`src/rtl/npc_array_engine.sv`:
```
// NPC array engine: per-frame sweep that advances a bank of patrolling enemies.
// Ports: Clk, Reset_n (async low), frame_tick, hit/spawn (per channel),
//        enemy_x/state/life (packed, ch0 in LSBs), busy, all_dead, overrun.
module npc_array_engine #(
    parameter int N_CH        = 4,
    parameter int COORD_W     = 10,
    parameter int X_MIN       = 0,
    parameter int X_MAX       = 639,
    parameter int SPEED       = 2,
    parameter int SPAWN_X     = 320,
    parameter int LIFE_INIT   = 3,
    parameter int HURT_FRAMES = 16
) (
    input  logic                      Clk,
    input  logic                      Reset_n,
    input  logic                      frame_tick,
    input  logic [N_CH-1:0]           hit,
    input  logic [N_CH-1:0]           spawn,
    output logic [N_CH*COORD_W-1:0]   enemy_x,
    output logic [N_CH*2-1:0]         enemy_state,
    output logic [N_CH*4-1:0]         enemy_life,
    output logic                      busy,
    output logic                      all_dead,
    output logic                      overrun
);

    localparam int IDX_W = (N_CH > 1) ? $clog2(N_CH) : 1;
    localparam int CNT_W = $clog2(HURT_FRAMES + 1);
    localparam int XW    = COORD_W + 1;

    localparam logic [XW-1:0]      SPD_E  = XW'(SPEED);
    localparam logic [XW-1:0]      XMIN_E = XW'(X_MIN);
    localparam logic [XW-1:0]      XMAX_E = XW'(X_MAX);
    localparam logic [IDX_W-1:0]   LAST   = IDX_W'(N_CH - 1);

    localparam logic [1:0] ST_DEAD = 2'd0;
    localparam logic [1:0] ST_PR   = 2'd1;
    localparam logic [1:0] ST_PL   = 2'd2;
    localparam logic [1:0] ST_HURT = 2'd3;

    typedef enum logic {IDLE, SWEEP} ctl_t;

    ctl_t             ctl, ctl_nx;
    logic [IDX_W-1:0] idx, idx_nx;
    logic             upd;

    logic [COORD_W-1:0] x_q    [N_CH];
    logic [1:0]         st_q   [N_CH];
    logic [3:0]         life_q [N_CH];
    logic [CNT_W-1:0]   cnt_q  [N_CH];
    logic [N_CH-1:0]    dir_q;
    logic [N_CH-1:0]    hit_p;
    logic [N_CH-1:0]    spawn_p;
    logic [N_CH-1:0]    clr;

    logic [COORD_W-1:0] cur_x, nx_x;
    logic [1:0]         cur_st, nx_st;
    logic [3:0]         cur_life, nx_life;
    logic [CNT_W-1:0]   cur_cnt, nx_cnt;
    logic               cur_dir, nx_dir;
    logic               cur_hit, cur_spawn;
    logic [XW-1:0]      xe;

    // Sweep controller
    always_ff @(posedge Clk or negedge Reset_n) begin
        if (!Reset_n) begin
            ctl     <= IDLE;
            idx     <= '0;
            overrun <= 1'b0;
        end else begin
            ctl <= ctl_nx;
            idx <= idx_nx;
            if (frame_tick && ctl == SWEEP)
                overrun <= 1'b1;
        end
    end

    always_comb begin
        ctl_nx = ctl;
        idx_nx = idx;
        upd    = 1'b0;
        case (ctl)
            IDLE: begin
                if (frame_tick) begin
                    ctl_nx = SWEEP;
                    idx_nx = '0;
                end
            end
            SWEEP: begin
                upd = 1'b1;
                if (idx == LAST) ctl_nx = IDLE;
                else             idx_nx = idx + 1'b1;
            end
            default: ctl_nx = IDLE;
        endcase
    end

    assign busy = (ctl == SWEEP);

    // Pending bits: a fresh pulse beats the clear of the channel being updated
    always_comb begin
        clr = '0;
        if (upd) clr[idx] = 1'b1;
    end

    always_ff @(posedge Clk or negedge Reset_n) begin
        if (!Reset_n) begin
            hit_p   <= '0;
            spawn_p <= '0;
        end else begin
            hit_p   <= hit   | (hit_p   & ~clr);
            spawn_p <= spawn | (spawn_p & ~clr);
        end
    end

    // Next-state for the channel currently selected by the sweep
    assign cur_x     = x_q[idx];
    assign cur_st    = st_q[idx];
    assign cur_life  = life_q[idx];
    assign cur_cnt   = cnt_q[idx];
    assign cur_dir   = dir_q[idx];
    assign cur_hit   = hit_p[idx];
    assign cur_spawn = spawn_p[idx];
    assign xe        = {1'b0, cur_x};

    always_comb begin
        nx_x    = cur_x;
        nx_st   = cur_st;
        nx_life = cur_life;
        nx_cnt  = cur_cnt;
        nx_dir  = cur_dir;
        case (cur_st)
            ST_DEAD: begin
                if (cur_spawn) begin
                    nx_x    = COORD_W'(SPAWN_X);
                    nx_life = 4'(LIFE_INIT);
                    nx_st   = ST_PR;
                end
            end
            ST_PR, ST_PL: begin
                if (cur_hit) begin
                    if (cur_life == 4'd1) begin
                        nx_st   = ST_DEAD;
                        nx_life = 4'd0;
                    end else begin
                        nx_st   = ST_HURT;
                        nx_life = cur_life - 4'd1;
                        nx_cnt  = CNT_W'(HURT_FRAMES);
                        nx_dir  = (cur_st == ST_PL);
                    end
                end else if (cur_st == ST_PR) begin
                    if (xe + SPD_E >= XMAX_E) begin
                        nx_x  = COORD_W'(X_MAX);
                        nx_st = ST_PL;
                    end else begin
                        nx_x = cur_x + COORD_W'(SPEED);
                    end
                end else begin
                    if (xe <= XMIN_E + SPD_E) begin
                        nx_x  = COORD_W'(X_MIN);
                        nx_st = ST_PR;
                    end else begin
                        nx_x = cur_x - COORD_W'(SPEED);
                    end
                end
            end
            default: begin
                // HURT: frozen and invulnerable until the counter expires
                if (cur_cnt <= CNT_W'(1)) begin
                    nx_cnt = '0;
                    nx_st  = cur_dir ? ST_PL : ST_PR;
                end else begin
                    nx_cnt = cur_cnt - CNT_W'(1);
                end
            end
        endcase
    end

    // Channel state bank
    always_ff @(posedge Clk or negedge Reset_n) begin
        if (!Reset_n) begin
            for (int i = 0; i < N_CH; i++) begin
                x_q[i]    <= '0;
                st_q[i]   <= ST_DEAD;
                life_q[i] <= '0;
                cnt_q[i]  <= '0;
            end
            dir_q <= '0;
        end else if (upd) begin
            x_q[idx]    <= nx_x;
            st_q[idx]   <= nx_st;
            life_q[idx] <= nx_life;
            cnt_q[idx]  <= nx_cnt;
            dir_q[idx]  <= nx_dir;
        end
    end

    logic [N_CH-1:0] dead;

    for (genvar g = 0; g < N_CH; g++) begin : g_pack
        assign enemy_x[g*COORD_W +: COORD_W] = x_q[g];
        assign enemy_state[g*2 +: 2]         = st_q[g];
        assign enemy_life[g*4 +: 4]          = life_q[g];
        assign dead[g]                       = (st_q[g] == ST_DEAD);
    end

    assign all_dead = &dead;

endmodule

```
`config.mk`:
```
export PLATFORM = sky130hd
export DESIGN_NAME = npc_array_engine
export DESIGN_NICKNAME = d
export VERILOG_FILES = /design/src/rtl/npc_array_engine.sv
export SDC_FILE = /design/constraint.sdc
export NUM_CORES = 1
export LEC_CHECK = 0
export ABC_AREA = 1
export CORE_UTILIZATION = 29
export DETAILED_ROUTE_END_ITERATION = 8
export PLACE_DENSITY = 0.5
export SLEW_MARGIN = 0
export SYNTH_ARGS = -nofsm -noshare
export SYNTH_HDL_FRONTEND = slang
export SYNTH_SLANG_ARGS = --single-unit
```
`constraint.sdc`:
```
create_clock -name Clk -period 4.98 [get_ports Clk]
set_input_delay 0.498 -clock Clk [delete_from_list [all_inputs] [get_ports Clk]]
set_output_delay 0.498 -clock Clk [all_outputs]
set_load 0.005 [all_outputs]
```
# == Yosys cells after proc, flatten, opt, wreduce, memory -nomap -nowiden ==
# Index checks and enable logic that the tools add are counted.
# Widths: inputs -> output; s select.
# word_totals
elab_cells,126
inputBits,11
regBits,100
out_inout_bits,67
# classes
bitwise_logic,7
order_cmp,7
reduce_logical,11
muxes,67
add_sub_neg,6
eq_ne,6
# op_table
cell,count
$mux 10,8
$bwmux 40,1
$mux 5,6
$mux 4,7
$mux 2,13
$bmux 10 s2,1
$bwmux 20,1
$demux 10 s2,1
$pmux 10 s2,1
$bwmux 16,1
$add 10x2->11 const B,1
$ge 11x10->1 const B,1
$add 10x2->10 const B,1
$bmux 5 s2,1
$demux 5 s2,1
$le 10x2->1 const B,1
$logic_not 2->1,5
$mux 1,10
$pmux 5 s2,1
$sub 10x2->10 const B,1
$and 4x4->4,2
$bmux 4 s2,1
$bwmux 8,1
$demux 4 s2,1
28 further kinds,36

# == Longest topological paths before layout ==
# Gate-level depths: netlist (run 1).
# logic_depth
word_depth,11
ltp_mapped,25
depth_no_buf,24

# == Worst setup path after synthesis (run 1) ==
# No wires, ideal clock.
# synth_path
kind,register -> register
startpoint,reg idx[1]
endpoint,"reg x_q, in the netlist enemy_x[1]"
setup_ns,0.117
n_path_buf,4
synth_period_minus_slack_ns,2.698
arrival_time_ns,2.581
path_stages_with_launch,16
slack_ns,2.282
required_ns,4.863
path_cell_list,dfrtp_1 > inv_1 > buf_4 > buf_2 > buf_2 > a21oi_1 > a32oi_1 > inv_1 > ha_1 > clkbuf_1 > a21oi_1 > inv_1 > nand2_1 > nand2_1 > nand2_1 > nand2_1
# synth_between
elab_chain_len,11
word_cells_on_any_way,32
cone_classes,add/sub (3); order compare (4); eq/ne (2); mux (19); bitwise (1); reduce/logical (3)
# synth_lines
item,line,text
"start, declared",44,"logic [IDX_W-1:0] idx, idx_nx;"
"start signal, assigned",72,idx <= idx_nx;
$not 2->3 (implied by the code),"117, 118, 190",
$bmux 10 s2,117,assign cur_x = x_q[idx];
$mux 10 (implied by the code) (2 in a row),117,
$add 10x2->11,152,if (xe + SPD_E >= XMAX_E) begin
$ge 11x10->1,152,
$mux 10,152,
$mux 10,151,end else if (cur_st == ST_PR) begin
$mux 10,141,if (cur_hit) begin
$pmux 10 s2,132,case (cur_st)
$bwmux 40 (*),190,x_q[idx] <= nx_x;
"end signal, assigned by index",190,
"end, declared",47,logic [COORD_W-1:0] x_q [N_CH];
# Mark *: on every way between the ends. The rest lies on a longest branch, timed or not. The select of a mux whose other input is x is not followed.
# A chain may end at the register's enable or synchronous reset.

# == Final worst setup path (run 1) ==
# layout_path
startpoint,reg idx[1]
endpoint,"reg x_q, in the netlist enemy_x[11]"
# Same word-level chain as after synthesis.

==> results.md, run 1 <==
- Result of the run: finished clean
- Overall Global Routing Usage: 0.193
- TritonCTS clock tree: yes
- Share of cell area taken by muxes after synthesis: 0
- Final #Nets: 907
- Number of buffers inserted during clock tree synthesis: 9
- Mapped Area: roughly 5900 um2
- CTS H-tree depth: 3
- Maximum number of pins on one net before global-route repair: 60
- Clock Latency Late Sink: approximately 0.36 ns
- Maximum fanout along the worst path: 23
- Cts repair resizes: 0
- Ports placed on the boundary: 78
- Compound-gate portion of the synthesized area: 0.126
- Wire length of the first global-routing pass: around 30 mm
- Detailed Route WL: 19.4 mm
- Clock transition at path regs: 0.07 ns
- Post-synthesis share of cell area spent on full adders, half adders and majority gates: 0.0318
- Count of hold-fix buffers inserted at cts: 0
- Antenna violations before repair: 0
- Die H: 145 um
- Number of core rows: between 50 and 60
- CTS max path bufs: 2
- Setup CP Type: reg -> reg
- Starting density of the core: 0.300
- Sequential area share after synthesis: 0.423
- Area of the core region: 19700 um2
- Via count of the first global-routing pass: 5340
- Final hold vios: 0
- Critical path required time: roughly 5.2 ns
- Headroom to the max-slew limit: 0.357
- Post-route antenna net violation count: 0
- Count of TritonRoute iterations in the first routing pass: 6
- Highest clock frequency the design can meet: 282 MHz
- Distinct cell type count after synthesis: 39
- Via Count: 5608
- Max capacitance violation total: 0
- Count of yosys warnings during synthesis: 0
- Syn avg cell area: 7.20 um2
- Count of antenna diodes in the layout: 0
- Buffers inserted during post-CTS setup optimization: 0
- Die Wd: 145 um
- Final setup violation count: 0
- Fraction of final layout cells sized beyond drive strength 1: 0.0677
- Cell at the root of the clock tree: sky130_fd_sc_hd__clkbuf_16
- Parity-gate share of the synthesized area counting xor and xnor cells: 0.0133
- Port buffer count: 77
- RSZ-0062 raised after global routing: false
- Worst slew pin tran: 0.964 ns
- Final clock skew: 0.00919 ns
- Synthesized instance count: 821
- Sum of net half-perimeters after detailed placement: 12.8 mm
- Min Tclk post-route: about 3.5 ns
- Initial drt markers: 340
- Setup total negative slack: 0 ns
- R2r worst-path depth: 12
- Flip-flop and latch count after synthesis: 100
- Area growth from synthesis to final layout: 22.2%
- Wire length per cell after detailed routing: around 17 um
- Fillcell total: around 2100
- Die area: 21000 um2
- Routability Congestion: ~0.97
- Remaining global-route overflow: 0
- # clock sinks: 100
- Arrival time at the worst endpoint: about 3.8 ns
- Detailed-route vias per instance: 4.87
- Residual DRC: 0
- Endpoint kind of the worst setup timing path: flop
- Startpoint type of the worst setup path: flop
- Post-route clock period utilization: 0.712
- Post-synthesis share of cell area spent on and, or, nand and nor gates: 0.342
- Max-slew violation total from the final report: 0
- Dominant combinational cell family by area after synthesis: simple AND/OR/NAND/NOR gates
- Path type of the worst min-delay path: in -> async
- Mapped Nets: 847
-- Yosys cell counts --
library cell               instances  area share
sky130_fd_sc_hd__nand2_1         358        0.23
sky130_fd_sc_hd__dfrtp_1         100        0.42
sky130_fd_sc_hd__nand3_1          60       0.051
sky130_fd_sc_hd__o21ai_0          50       0.042
sky130_fd_sc_hd__inv_1            41       0.026
sky130_fd_sc_hd__a21oi_1          38       0.032
sky130_fd_sc_hd__nor2_1           24       0.015
sky130_fd_sc_hd__clkbuf_1         19       0.012
sky130_fd_sc_hd__ha_1             15       0.032
sky130_fd_sc_hd__nand2_2          13       0.014
sky130_fd_sc_hd__o21ai_1          12       0.010
sky130_fd_sc_hd__buf_2            11      0.0093
sky130_fd_sc_hd__a21o_1           10       0.013
sky130_fd_sc_hd__nand3_2           6       0.010
sky130_fd_sc_hd__xor2_1            6      0.0089
sky130_fd_sc_hd__buf_4             5      0.0064
sky130_fd_sc_hd__a31oi_1           4      0.0042
sky130_fd_sc_hd__a32o_1            4      0.0068
sky130_fd_sc_hd__a32oi_1           4      0.0059
sky130_fd_sc_hd__nand4_1           4      0.0042
sky130_fd_sc_hd__o22ai_1           4      0.0042
sky130_fd_sc_hd__clkinv_1          3      0.0019
sky130_fd_sc_hd__inv_2             3      0.0019
sky130_fd_sc_hd__nand2_4           3      0.0057
sky130_fd_sc_hd__o211ai_1          3      0.0038
sky130_fd_sc_hd__xnor2_1           3      0.0044
sky130_fd_sc_hd__buf_6             2      0.0038
sky130_fd_sc_hd__nand3b_1          2      0.0025
sky130_fd_sc_hd__nor2_2            2      0.0021
sky130_fd_sc_hd__nor2_4            2      0.0038
sky130_fd_sc_hd__nor3_1            2      0.0017
sky130_fd_sc_hd__a211oi_1          1      0.0013
sky130_fd_sc_hd__buf_1             1     0.00063
sky130_fd_sc_hd__clkinv_2          1     0.00085
sky130_fd_sc_hd__nand4_2           1      0.0021
sky130_fd_sc_hd__nor3_2            1      0.0017
sky130_fd_sc_hd__nor4_1            1      0.0011
sky130_fd_sc_hd__o21ai_2           1      0.0015
sky130_fd_sc_hd__o31ai_1           1      0.0013
-- stage by stage --
| stage | instance area [um2] | worst slack, ns | instances | util | hold slack (ns) |
|---|---|---|---|---|---|
| global route | 7220 | 1.00 | 1151 | 0.366 | 0.285 |
| global placement | 6900 | 1.38 | 1135 | 0.350 | 0.440 |
| CTS | 7220 | 1.45 | 1151 | 0.366 | 0.255 |
| detailed placement | 6900 | 1.48 | 1135 | 0.350 | 0.445 |
| finish | 7220 | 1.44 | 1151 | 0.366 | 0.225 |
| floorplan | 5910 | 2.28 | 821 | - | 0.202 |
-- flip-flops by register name (all words and copies together), names as in the netlist --
register	flops
enemy_state	8
enemy_life	16
busy	1
hit_p	4
idx	2
cnt_q	20
dir_q	4
spawn_p	4
enemy_x	40
overrun	1
-- final timing paths --
| check | from | endpoint | slack [ns] |
|---|---|---|---|
| max | idx[1] | enemy_x[11] | 1.44 |
| min | Reset_n | cnt_q[16] | 0.22 |
| max reg2reg | idx[1] | enemy_x[11] | 1.44 |
| min reg2reg | overrun | overrun | 0.46 |
| max in group asynchronous | Reset_n | enemy_x[33] | 3.68 |
| min in group Clk | overrun | overrun | 0.46 |
-- layout make-up --
cell class | instances | area (um2) | share of cell area
sequential | 100 | 2500 | 0.347
timing repair buffer | 87 | 843 | 0.117
tap | 265 | 332 | 0.0459
inverter | 48 | 181 | 0.0251
clock inverter | 5 | 82.6 | 0.0114
multi-input combinational | 635 | 3040 | 0.420
clock buffer | 11 | 243 | 0.0336
-- cells by family after synthesis --
logic type               Yosys count
AO/OA/AOI/OAI                    132
AND/OR/NAND/NOR                  479
buffers and inverters             86
flip-flops                       100
XOR/XNOR                           9
adder cells (fa/ha/maj)           15
-- routing by layer --
layer	wire [um]	vias up	GRT usage
met2	8920	153	0.307
met4	352	0	0.0693
met3	811	20	0.0250
li1	-	2778	-
met1	9320	2657	0.269
met5	0	-	0
-- placed cells by master (no fill, tap or decap), drive strengths merged, types with 2 or more instances in the layout --
master / instances
a21o: 10
a21oi: 38
a31oi: 4
a32o: 4
a32oi: 4
buf: 11
bufinv: 2
clkbuf: 11
clkdlybuf4s50: 76
clkinv: 6
dfrtp: 100
ha: 15
inv: 45
nand2: 374
nand3: 66
nand3b: 2
nand4: 5
nor2: 28
nor3: 3
o211ai: 3
o21ai: 63
o22ai: 4
xnor2: 3
xor2: 6
-- worst max-delay path, cell delays in order, from the launching register on --
cell	delay, ns
sky130_fd_sc_hd__dfrtp_1	0.36
sky130_fd_sc_hd__buf_4	0.23
sky130_fd_sc_hd__inv_1	0.43
sky130_fd_sc_hd__a21oi_1	0.08
sky130_fd_sc_hd__a32oi_1	0.46
sky130_fd_sc_hd__inv_1	0.13
sky130_fd_sc_hd__ha_1	0.31
sky130_fd_sc_hd__a21oi_1	0.77
sky130_fd_sc_hd__inv_1	0.23
sky130_fd_sc_hd__nand2_1	0.11
sky130_fd_sc_hd__nand2_1	0.12
sky130_fd_sc_hd__nand2_1	0.10
sky130_fd_sc_hd__nand2_1	0.07
Power of run 1 is left out: the tool's default activity adds up to more than one toggle a clock period on the data nets, which glitch-free logic cannot reach.
==> run 2: changes to the inputs <==
--- a/config.mk
+++ b/config.mk
@@ -8,7 +8,7 @@
 export ABC_AREA = 1
 export CORE_UTILIZATION = 29
 export DETAILED_ROUTE_END_ITERATION = 8
-export PLACE_DENSITY = 0.5
+export PLACE_DENSITY = 0.52
 export SLEW_MARGIN = 0
 export SYNTH_ARGS = -nofsm -noshare
 export SYNTH_HDL_FRONTEND = slang
==> constraint.sdc (replaced) <==
create_clock -name Clk -period 3.1 [get_ports Clk]
set_input_delay 0.31 -clock Clk [delete_from_list [all_inputs] [get_ports Clk]]
set_output_delay 0.31 -clock Clk [all_outputs]
set_load 0.005 [all_outputs]
==> results.md, run 2 (synthesis gave the netlist of run 1 again) <==
- Number of core rows: 51 (unchanged)
- Final setup violation count: 0 (unchanged)
- Wire length per cell after detailed routing: 16.4 um (-2.7%)
- # clock sinks: 100 (unchanged)
- Count of TritonRoute iterations in the first routing pass: 5 (-1)
- Headroom to the max-slew limit: 0.406 (+0.0489)
- Port buffer count: 77 (unchanged)
- Startpoint type of the worst setup path: flop
- Overall Global Routing Usage: 0.194 (+0.000253)
- Starting density of the core: 0.300 (unchanged)
- Area growth from synthesis to final layout: 23.7%
- Worst slew pin tran: 0.891 ns (-0.0732 ns)
- Post-route antenna net violation count: 0 (unchanged)
- Post-route clock period utilization: 0.896 (+0.185)
- Max-slew violation total from the final report: 0 (unchanged)
- Count of hold-fix buffers inserted at cts: 0 (unchanged)
- Critical path required time: 3.40 ns (-1.82 ns)
- CTS H-tree depth: 3 (unchanged)
- Max capacitance violation total: 0 (unchanged)
- Initial drt markers: 363 (+6.8%)
- RSZ-0062 raised after global routing: false
- Final hold vios: 0 (unchanged)
- Detailed-route vias per instance: 4.82 (-1.1%)
- Arrival time at the worst endpoint: 3.08 ns (-0.70 ns)
- Via count of the first global-routing pass: 5334 (-0.11%)
- Most common cell after layout, fill and taps aside: sky130_fd_sc_hd__nand2_1
- Result of the run: finished clean
- Number of buffers inserted during clock tree synthesis: 9 (unchanged)
- TritonCTS clock tree: yes
- Worst r2r src: idx[0]
- Final #Nets: 917 (+1.1%)
- Most frequent cells in the layout: sky130_fd_sc_hd__nand2_1 (358), sky130_fd_sc_hd__dfrtp_1 (99), sky130_fd_sc_hd__clkdlybuf4s50_1 (76)
- Non-Filler Instances: 1161 (+0.87%)
- Cell at the root of the clock tree: sky130_fd_sc_hd__clkbuf_16
- Die H: 145 um (unchanged)
- Fraction of the core area covered by cells at the end of the flow: 0.371 (+0.00450)
- Routability Congestion: 0.937 (-3.1%)
- Total instance count after detailed placement: 1145 (+0.88%)
- Fraction of final layout cells sized beyond drive strength 1: 0.0792 (+0.0115)
- CTS max path bufs: 2 (unchanged)
- Maximum fanout along the worst path: 15 (-35%)
- Clock Latency Late Sink: 0.36 ns (about the same)
- Setup total negative slack: 0 ns (unchanged)
- Sum of net half-perimeters after detailed placement: 13.1 mm (+2.7%)
- R2r worst-path depth: 19 (+7)
- Min setup slack post-route: 0.322 ns (-1.11 ns)
- Reg2reg end: enemy_x[2]
- Antenna violations before repair: 0 (unchanged)
- Critical path launch point: idx[0]
- Area of the core region: 19700 um2 (unchanged)
- Buffers inserted during post-CTS setup optimization: 0 (unchanged)
- Min Tclk post-route: 2.78 ns (-0.765 ns)
- Clock transition at path regs: 0.07 ns (about the same)
- Count of antenna diodes in the layout: 0 (unchanged)
- Highest clock frequency the design can meet: 360 MHz (+28%)
- Path type of the worst min-delay path: in -> async
- Setup CP Type: reg -> reg
- Remaining global-route overflow: 0 (unchanged)
- Maximum number of pins on one net before global-route repair: 60 (unchanged)
- Via Count: 5595 (-0.23%)
- Endpoint kind of the worst setup timing path: flop
- Detailed Route WL: 19.0 mm (-1.9%)
- Wire length of the first global-routing pass: 30.3 mm (-0.25%)
- Die area: 21000 um2 (unchanged)
- Final clock skew: 0.00916 ns (-0.0000258 ns)
- Placement Setup Slack: 0.251 ns (-1.22 ns)
- Internal reg-to-reg setup slack: 0.32 ns (-1.11 ns)
- Ports placed on the boundary: 78 (unchanged)
- Die Wd: 145 um (unchanged)
- Number of flip-flops in the largest register: 40 (unchanged)
- Residual DRC: 0 (unchanged)
run 2: timing repair:
item / CTS / global route
resized for setup: 0 / 6
endpoints found under the hold margin: 0 / 0
endpoints found under the setup margin: 0 / 9
run 2: per-stage QoR:
step	hold WS (ns)	cell area [um2]
after floorplan	0.0144	5910
after global placement	0.444	7010
after detailed placement	0.447	7010
after CTS	0.0563	7290
after global routing	0.0649	7310
final	0.0129	7310
run 2: critical path: stages, from the launching register on:
cell and delay (ns):
sky130_fd_sc_hd__dfrtp_2 0.46, sky130_fd_sc_hd__inv_4 0.18, sky130_fd_sc_hd__nand2_1 0.11, sky130_fd_sc_hd__nand2_1 0.10
sky130_fd_sc_hd__nand2_1 0.07, sky130_fd_sc_hd__nand2_2 0.12, sky130_fd_sc_hd__ha_1 0.18, sky130_fd_sc_hd__inv_1 0.08
sky130_fd_sc_hd__nor2_4 0.14, sky130_fd_sc_hd__nand2_1 0.10, sky130_fd_sc_hd__nor3_2 0.13, sky130_fd_sc_hd__xnor2_1 0.17
sky130_fd_sc_hd__nand2_2 0.13, sky130_fd_sc_hd__nand2_2 0.10, sky130_fd_sc_hd__nor2_1 0.05, sky130_fd_sc_hd__o21ai_1 0.20
sky130_fd_sc_hd__nand2_1 0.08, sky130_fd_sc_hd__nand2_1 0.15, sky130_fd_sc_hd__nand2_1 0.07, sky130_fd_sc_hd__nand2_1 0.08
run 2: worst max-delay path by stage:
stage                        to  slack [ns]  cells after the start
floorplan            enemy_x[1]        0.40                     15
global placement     enemy_x[2]        0.24                     19
detailed placement   enemy_x[2]        0.25                     19
CTS                  enemy_x[2]        0.23                     19
global route        enemy_x[22]        0.02                     19
finish               enemy_x[2]        0.32                     19
run 2: layout make-up:
class,instances,area [um2]
fillers,2084,12400
multi-input cells,635,3050
flip-flops and latches,100,2500
repair buffers,97,963
well taps,265,332
clock buffers,12,246
inverters,48,184
clock inverters,4,33.8
run 2: metal layers:
metal,GRT usage,part of all wire
met1,0.280,0.49
met2,0.295,0.45
met3,0.0286,0.038
met4,0.0626,0.016
met5,0,0
Power of run 2 is left out for the same reason.
==> run 3: changes to the inputs <==
--- a/config.mk
+++ b/config.mk
@@ -7,6 +7,7 @@
 export LEC_CHECK = 0
 export ABC_AREA = 1
 export CORE_UTILIZATION = 29
+export CTS_CLUSTER_DIAMETER = 150
 export DETAILED_ROUTE_END_ITERATION = 8
 export PLACE_DENSITY = 0.52
 export SLEW_MARGIN = 0
==> results of run 3 <==
Same layout as run 2: the final DEF is identical, and so are final timing and power.
Power of run 3 is left out for the same reason.
